[config.mk]
export PLATFORM = sky130hd
export DESIGN_NAME = as2650_mul_unit
export DESIGN_NICKNAME = d
export VERILOG_FILES = /design/src/rtl/as2650_mul_pkg.sv /design/src/rtl/as2650_mul_step.sv /design/src/rtl/as2650_mul_unit.sv
export SDC_FILE = /design/constraint.sdc
export NUM_CORES = 1
export LEC_CHECK = 0
export BUFFER_PORTS_ARGS = -buffer_cell sky130_fd_sc_hd__buf_2
export CAP_MARGIN = 15
export CORE_MARGIN = 2
export CORE_UTILIZATION = 54
export CTS_BUF_LIST = sky130_fd_sc_hd__clkbuf_4 sky130_fd_sc_hd__clkbuf_8 sky130_fd_sc_hd__clkbuf_16
export CTS_CLUSTER_SIZE = 30
export DETAILED_ROUTE_END_ITERATION = 12
export MAX_ROUTING_LAYER = met4
export PLACE_DENSITY = 0.79
export SETUP_SLACK_MARGIN = 0.2
export SYNTH_ARGS = -nofsm -noshare
export SYNTH_HDL_FRONTEND = slang
export SYNTH_SLANG_ARGS = --single-unit
[constraint.sdc]
create_clock -name wb_clk_i -period 3.4 [get_ports wb_clk_i]
set_input_delay 0.17 -clock wb_clk_i [delete_from_list [all_inputs] [get_ports wb_clk_i]]
set_output_delay 0.17 -clock wb_clk_i [all_outputs]
set_load 0.05 [all_outputs]
[src/rtl/as2650_mul_pkg.sv]
// Shared definitions for the AS2650 iterative multiply unit: FSM states,
// condition-code encodings and the set of legal BITS_PER_CYCLE values.
package as2650_mul_pkg;

    typedef enum logic [1:0] {
        IDLE = 2'd0,
        RUN  = 2'd1,
        DONE = 2'd2
    } mul_state_e;

    localparam logic [1:0] CC_ZERO = 2'b00;
    localparam logic [1:0] CC_POS  = 2'b01;
    localparam logic [1:0] CC_NEG  = 2'b10;

    localparam int unsigned LEGAL_BPC [3] = '{1, 2, 4};

    function automatic bit bpc_is_legal(input int unsigned bpc);
        bit ok;
        ok = 1'b0;
        for (int i = 0; i < 3; i++) begin
            if (LEGAL_BPC[i] == bpc) ok = 1'b1;
        end
        return ok;
    endfunction

    // Bit 15 wins over the zero test only when non-zero, so order is irrelevant.
    function automatic logic [1:0] cc_of(input logic [15:0] prod);
        if (prod == 16'h0000)
            return CC_ZERO;
        else if (prod[15])
            return CC_NEG;
        else
            return CC_POS;
    endfunction

endpackage

[src/rtl/as2650_mul_step.sv]
// One shift-add iteration: adds BITS_PER_CYCLE weighted copies of the
// multiplicand into the accumulator; the top bit may carry negative weight.
module as2650_mul_step #(
    parameter int BITS_PER_CYCLE = 1
) (
    input  logic [15:0]               acc,
    input  logic [15:0]               mcand,
    input  logic [BITS_PER_CYCLE-1:0] bits,
    input  logic                      neg_msb,
    output logic [15:0]               sum
);

    always_comb begin
        sum = acc;
        for (int i = 0; i < BITS_PER_CYCLE; i++) begin
            if (bits[i]) begin
                // Two's-complement multiplier: bit 7 has weight -2^7.
                if (neg_msb && (i == BITS_PER_CYCLE - 1))
                    sum = sum - (mcand << i);
                else
                    sum = sum + (mcand << i);
            end
        end
    end

endmodule

[src/rtl/as2650_mul_unit.sv]
// AS2650 8x8 iterative multiplier, BITS_PER_CYCLE multiplier bits per edge.
// Define AS2650_MUL_SIGNED_EN to honour signed_i (two's-complement product).
module as2650_mul_unit
    import as2650_mul_pkg::*;
#(
    parameter int BITS_PER_CYCLE = 1
) (
    input  logic       wb_clk_i,
    input  logic       wb_rst_i,
    input  logic       start,
    input  logic       abort,
    input  logic [7:0] op_a,
    input  logic [7:0] op_b,
    input  logic       signed_i,
    output logic       busy,
    output logic       done,
    output logic [7:0] res_lo,
    output logic [7:0] res_hi,
    output logic [1:0] cc
);

    localparam int N = 8 / BITS_PER_CYCLE;

    if (!bpc_is_legal(BITS_PER_CYCLE)) begin : g_bad_bpc
        $error("as2650_mul_unit: BITS_PER_CYCLE must be 1, 2 or 4");
    end

    mul_state_e  state;
    logic [15:0] acc;
    logic [15:0] mcand;
    logic [7:0]  mplier;
    logic [3:0]  cnt;
    logic [15:0] sum;
    logic        last;
    logic        neg_msb;
    logic [15:0] mcand_init;

`ifdef AS2650_MUL_SIGNED_EN
    logic sgn;
    assign mcand_init = {{8{signed_i & op_a[7]}}, op_a};
    assign neg_msb    = sgn & last;
`else
    logic unused_signed;
    assign unused_signed = signed_i;
    assign mcand_init    = {8'h00, op_a};
    assign neg_msb       = 1'b0;
`endif

    assign last = (cnt == 4'(N - 1));
    assign busy = (state == RUN);
    assign done = (state == DONE);

    as2650_mul_step #(.BITS_PER_CYCLE(BITS_PER_CYCLE)) u_step (
        .acc     (acc),
        .mcand   (mcand),
        .bits    (mplier[BITS_PER_CYCLE-1:0]),
        .neg_msb (neg_msb),
        .sum     (sum)
    );

    always_ff @(posedge wb_clk_i or posedge wb_rst_i) begin
        if (wb_rst_i) begin
            state  <= IDLE;
            acc    <= '0;
            mcand  <= '0;
            mplier <= '0;
            cnt    <= '0;
            res_lo <= '0;
            res_hi <= '0;
            cc     <= CC_ZERO;
`ifdef AS2650_MUL_SIGNED_EN
            sgn    <= 1'b0;
`endif
        end else begin
            case (state)
                IDLE, DONE: begin
                    if (start && !abort) begin
                        state  <= RUN;
                        acc    <= '0;
                        mcand  <= mcand_init;
                        mplier <= op_b;
                        cnt    <= '0;
`ifdef AS2650_MUL_SIGNED_EN
                        sgn    <= signed_i;
`endif
                    end else begin
                        state <= IDLE;
                    end
                end
                RUN: begin
                    if (abort) begin
                        state <= IDLE;
                    end else begin
                        acc    <= sum;
                        mcand  <= mcand << BITS_PER_CYCLE;
                        mplier <= mplier >> BITS_PER_CYCLE;
                        cnt    <= cnt + 4'd1;
                        // Results are published only on the completing edge.
                        if (last) begin
                            state  <= DONE;
                            res_lo <= sum[7:0];
                            res_hi <= sum[15:8];
                            cc     <= cc_of(sum);
                        end
                    end
                end
                default: state <= IDLE;
            endcase
        end
    end

endmodule

Yosys cells after proc, flatten, opt, wreduce, memory -nomap -nowiden:

Cells that the tools add are included.

* add/sub/neg operators: 2
* eq/ne operators: 6
* bitwise logic cells: 1
* reduce and logical (&&, ||, !) cells: 8
* muxes and demuxes: 19

Operator list (count)
* $mux 16: 5
* $pmux 16 s2: 2
* $add 16x16->16: 1
* $logic_not 16->1: 1
* $mux 8: 2
* $pmux 8 s2: 1
* $mux 2: 4
* $mux 4: 2
* $pmux 4 s2: 1
* $reduce_and 3->1: 2
* $add 4x1->4 const B: 1
* $eq 4x3->1 const B: 1
* $ne 2x2->1 const B: 2
* $pmux 2 s2: 1
* $ne 3x2->1 const B: 1
* $eq 2x1->1 const B: 1
* $eq 2x2->1 const B: 1
* $logic_not 2->1: 1
* $reduce_bool 2->1: 1
* $reduce_or 2->1: 1
* $logic_and 1x1->1: 1
* $logic_not 1->1: 1
* $mux 1: 1
* $not 1->1: 1

* bits of input ports: 21
* register bits: 64
* output and inout bits: 20
* word-level logic and storage cells: 44

Depth between registers and ports, before layout:

* depth in word-level cells: 4
* depth in mapped cells: 10
* depth with buffers taken out: 10

Modules after synthesis:

Synthesis repeated with hierarchy kept, for this count alone.

* cell total of the unflattened synthesis: 368
* area, all modules: 3987.6 um^2

Modules (own cells, without submodules)
* as2650_mul_unit: cells an instance 201, seq. area each 1601.5 um^2, area an instance 2741.4 um^2, times used 1
* as2650_mul_step: cells an instance 167, seq. area each 0.0 um^2, area an instance 1246.2 um^2, times used 1

Least setup slack after synthesis:

Ideal clock, no wire load.

* path type: register -> register
* start: register acc[0]
* end: register cc[0]
* path slack: 0.792 ns
* arrival: 2.519 ns
* setup time: 0.088 ns
* data required time: 3.312 ns
* period minus slack after synthesis: 2.608 ns
* buffers on the path: 0
* cell stages (with the launch flop): 10
* path through: dfrtp_1 -> ha_1 -> fa_1 -> a211oi_1 -> o21ai_0 -> a21boi_0 -> mux2_2 -> nand4b_1 -> nor4_1 -> a41oi_1

* longest elaborated chain between the ends: 4
* elaborated cells on any way between the ends: 5
* those cells by class: 1 x add/sub; 3 x mux; 1 x reduce/logical

Ends and longest elaborated chain
* start: declaration: RTL line as2650_mul_unit.sv:29 `logic [15:0] acc;`
* start signal: assignment: RTL line as2650_mul_unit.sv:94 `acc <= sum;`
* $add 16x16->16: RTL line as2650_mul_step.sv:21 `sum = sum + (mcand << i);`
* $mux 16 *: RTL line as2650_mul_step.sv:16 `if (bits[i]) begin`
* $logic_not 16->1 or $mux 2 (tied branches): RTL line as2650_mul_pkg.sv:28, as2650_mul_pkg.sv:30
* $mux 2 *: RTL line as2650_mul_pkg.sv:28 `if (prod == 16'h0000)`
* end signal: assignment: RTL line as2650_mul_unit.sv:103 `cc <= cc_of(sum);`
* end: declaration: RTL line as2650_mul_unit.sv:19 `output logic [1:0] cc`

Every way passes the cells marked *; elsewhere a longest branch is shown, timed or not.
A chain may end at the register's enable or synchronous reset.

Final worst setup path:

Ends and elaborated chain as after synthesis.

==> impl_metrics.env <==
export IMPL_violated_checks="hold timing"
export IMPL_cts_hold_buffers=0
export IMPL_starting_drt_drc_count=217
export IMPL_synth_edf_count=0
export IMPL_power_combinational_fraction=0.320
export IMPL_min_period_ns=2.96
export IMPL_area_share_of_the_largest_cell_type_after_synthesis=0.447
export IMPL_place_hpwl_mm=5.90
export IMPL_worst_slew_pin_transition_ns=0.875
export IMPL_number_of_h_tree_levels=3
export IMPL_synth_seq_area_share=0.447
export IMPL_maximum_clock_skew_at_final_layout_ns=0.00618
export IMPL_async_reset_ff_frac=1.00
export IMPL_cp_arrival_ns=3.15
export IMPL_worst_setup_path_startpoint="acc[0]"
export IMPL_syn_to_final_growth_pct=13.2
export IMPL_critical_path_max_stage_delay_ns=0.45
export IMPL_outcome="finished, violations left"
export IMPL_critical_path_top_delay_family="compound AO/OA/AOI/OAI gates"
export IMPL_grt_total_ovfl=0
export IMPL_worst_slack_ns=0.443
export IMPL_grt_antenna_before_repair=0
export IMPL_synthesis_instances=370
export IMPL_cts_max_path_buffers=2
export IMPL_synth_ff_type="sky130_fd_sc_hd__dfrtp_1"
export IMPL_routed_wirelength_mm=8.33
export IMPL_worstPathCellList="ha_1, fa_1, a211oi_1, o21ai_0, a21boi_0, mux2_2, nand4b_1, nor4_1, a41oi_1"
export IMPL_diodes=0
export IMPL_crit_slowest_cell="sky130_fd_sc_hd__fa_1"
export IMPL_total_power_w=0.00239
export IMPL_critPathCaptureType="flip-flop"
export IMPL_die_area_mm2=0.00730
export IMPL_crit_buf_inv=0
export IMPL_path_clk_slew_ns=0.07
export IMPL_cts_resized_gates=0
export IMPL_switching_share=0.360
export IMPL_timing_final_hold_violations=3
export IMPL_design_core_area_mm2=0.00639
export IMPL_post_drt_wl_per_cell_um=17.0
export IMPL_synth_top_cells_by_area="sky130_fd_sc_hd__dfrtp_1, sky130_fd_sc_hd__nand2_1, sky130_fd_sc_hd__ha_1"
export IMPL_tritoncts_clock_tree="yes"
export IMPL_clock_root_buffer="sky130_fd_sc_hd__clkbuf_8"
export IMPL_grt_use_total=0.256
export IMPL_via_count_of_the_first_global_routing_pass=2821
export IMPL_syn_area_mm2=0.00358
export IMPL_drc_errors=0
export IMPL_initial_core_utilization=0.561
export IMPL_worst_skew_pair_late_latency_ns=0.35
export IMPL_dieWidth_um=85.4
export IMPL_rr_startpoint="acc[0]"
export IMPL_boundaryPins=41
export IMPL_wire_length_of_the_first_global_routing_pass_mm=14.0
export IMPL_total_via_count_after_detailed_routing=2936
export IMPL_hold_slack_ns=-0.00449
export IMPL_setup_repair_after_global_routing_missed_its_margin="false"
export IMPL_placement_rows=29
export IMPL_pwr_share_clk=0.279
export IMPL_setup_total_negative_slack_ns=0
export IMPL_chipHeight_um=85.4
export IMPL_numClockSinks=64
export IMPL_setup_violations_final=0
export IMPL_synth_largest_area_cell="sky130_fd_sc_hd__dfrtp_1"
export IMPL_crit_required_ns=3.60
export IMPL_clock_buffers_created_by_tritoncts=9
export IMPL_crit_path_start_kind="flip-flop"
export IMPL_cellInternalPower_w=0.00153
export IMPL_final_period_utilization=0.870
export IMPL_path_class="flip-flop to flip-flop"
export IMPL_layout_cells_most_common_list="sky130_fd_sc_hd__nand2_1, sky130_fd_sc_hd__dfrtp_1, sky130_fd_sc_hd__buf_2, sky130_fd_sc_hd__o21ai_0, sky130_fd_sc_hd__mux2i_1"
export IMPL_final_nets=445
export IMPL_relSlewSlack=0.416
export IMPL_max_cap_violations=0
export IMPL_ys_ff_latch=64
export IMPL_slew_violations=0
export IMPL_place_gp_congestion=0.919
export IMPL_fmax_mhz=338
export IMPL_dr_pass1_iters=4
export IMPL_postRouteAntennaNets=0
export IMPL_switchingPower_w=0.000863
export IMPL_timing_critical_path_fanout_max=4
export IMPL_netlist_cell_type_count=62
export IMPL_class_of_the_tightest_hold_or_removal_check="input pin to async pin"
export IMPL_dpl_worst_slack_ns=0.453
export IMPL_grt_max_degree=56
export IMPL_p_seq_frac=0.401
export IMPL_numPortBuffers=39
export IMPL_syn_avg_cell_area_um2=9.68
export IMPL_power_per_cell_area_mw_per_mm2=590
export IMPL_synth_fp_nets=408
export IMPL_cts_setup_buffers=0
export IMPL_ys_warnings_count=0
export IMPL_cellLeakagePower_nw=2.08
export IMPL_route_detailed_vias_per_inst=6.00
export IMPL_ir_worst_vdd_mv=0.336
export IMPL_drive_gt1_frac=0.197
-- metrics by stage --
step / instances / utilization / cell area (µm²)
2_1_floorplan: 370 / - / 3580
3_3_place_gp: 472 / 0.600 / 3830
3_5_place_dp: 472 / 0.600 / 3830
4_1_cts: 488 / 0.632 / 4040
5_1_grt: 489 / 0.635 / 4060
6_report: 489 / 0.635 / 4060
-- path summary, 6_finish.rpt --
path / endpoint / slack (ns) / cells after the start
max: cc[0] / 0.44 / 9
min: mcand[15] / -0.004 / 2
max reg2reg: cc[0] / 0.44 / 9
min reg2reg: res_hi[5] / 0.48 / 2
max in group asynchronous: mcand[4] / 2.59 / 3
min in group wb_clk_i: mcand[0] / 0.04 / 2
-- registers in the layout, summed over array words and instances, names as in the netlist --
| register | count |
|---|---|
| acc | 16 |
| cc | 2 |
| cnt | 4 |
| mcand | 16 |
| mplier | 8 |
| res_hi | 8 |
| res_lo | 8 |
| state | 2 |
-- synthesized netlist by cell type, types with 3 or more instances --
| library cell | number |
|---|---|
| sky130_fd_sc_hd__o21bai_1 | 3 |
| sky130_fd_sc_hd__a31oi_1 | 4 |
| sky130_fd_sc_hd__o31ai_1 | 3 |
| sky130_fd_sc_hd__mux2_2 | 3 |
| sky130_fd_sc_hd__a21oi_1 | 14 |
| sky130_fd_sc_hd__nand4_1 | 4 |
| sky130_fd_sc_hd__dfrtp_1 | 64 |
| sky130_fd_sc_hd__nor3_1 | 8 |
| sky130_fd_sc_hd__inv_1 | 7 |
| sky130_fd_sc_hd__a21o_1 | 3 |
| sky130_fd_sc_hd__clkbuf_1 | 12 |
| sky130_fd_sc_hd__a22o_1 | 17 |
| sky130_fd_sc_hd__nand2_1 | 64 |
| sky130_fd_sc_hd__nand2b_1 | 4 |
| sky130_fd_sc_hd__a32o_1 | 3 |
| sky130_fd_sc_hd__ha_1 | 16 |
| sky130_fd_sc_hd__buf_1 | 4 |
| sky130_fd_sc_hd__xor2_1 | 6 |
| sky130_fd_sc_hd__a211oi_1 | 4 |
| sky130_fd_sc_hd__nor2_1 | 18 |
| sky130_fd_sc_hd__o21ai_0 | 38 |
| sky130_fd_sc_hd__mux2i_1 | 20 |
-- worst reg2reg max path, cell delays in order (launching register included) --
cell	delay, ns
sky130_fd_sc_hd__dfrtp_1	0.41
sky130_fd_sc_hd__ha_1	0.26
sky130_fd_sc_hd__fa_1	0.45
sky130_fd_sc_hd__a211oi_1	0.34
sky130_fd_sc_hd__o21ai_0	0.23
sky130_fd_sc_hd__a21boi_0	0.40
sky130_fd_sc_hd__mux2_2	0.25
sky130_fd_sc_hd__nand4b_1	0.10
sky130_fd_sc_hd__nor4_1	0.22
sky130_fd_sc_hd__a41oi_1	0.16
-- kinds of logic (layout without fill, tap and decap cells) --
logic type	count (synthesis)	after routing	synth area share
AO/OA/AOI/OAI	115	115	0.225
XOR/XNOR	8	8	0.0196
adder cells (fa/ha/maj)	17	17	0.0615
buffers and inverters	27	69	0.0332
flip-flops	64	64	0.447
multiplexers	23	23	0.0653
AND/OR/NAND/NOR	116	116	0.148
-- area by class of cell --
cell class | count | area [µm²]
clock buffer | 11 | 145
inverter | 7 | 26.3
multi-input combinational | 279 | 1870
sequential | 64 | 1600
clock inverter | 5 | 56.3
tap | 77 | 96.3
timing repair buffer | 46 | 260
fill | 526 | 2330
-- power by group through the flow --
stage / Combinational, W / Clock [W] / Sequential, W
after global routing: 0.000847 / 0.000716 / 0.000973
after CTS: 0.000756 / 0.000680 / 0.000958
after detailed placement: 0.000751 / 0 / 0.000973
after floorplan: 0.000565 / 0 / 0.000968
final: 0.000765 / 0.000669 / 0.000961
after global placement: 0.000728 / 0 / 0.000968
-- layer usage --
layer  vias to the layer above  track usage  wire, µm
li1                       1422            -         -
met1                      1430        0.350      3870
met2                        71        0.386      3870
met3                        13       0.0516       464
met4                         0       0.0779       123
met5                         -            -         0
Note: power is estimated with default switching activity, not from simulation.
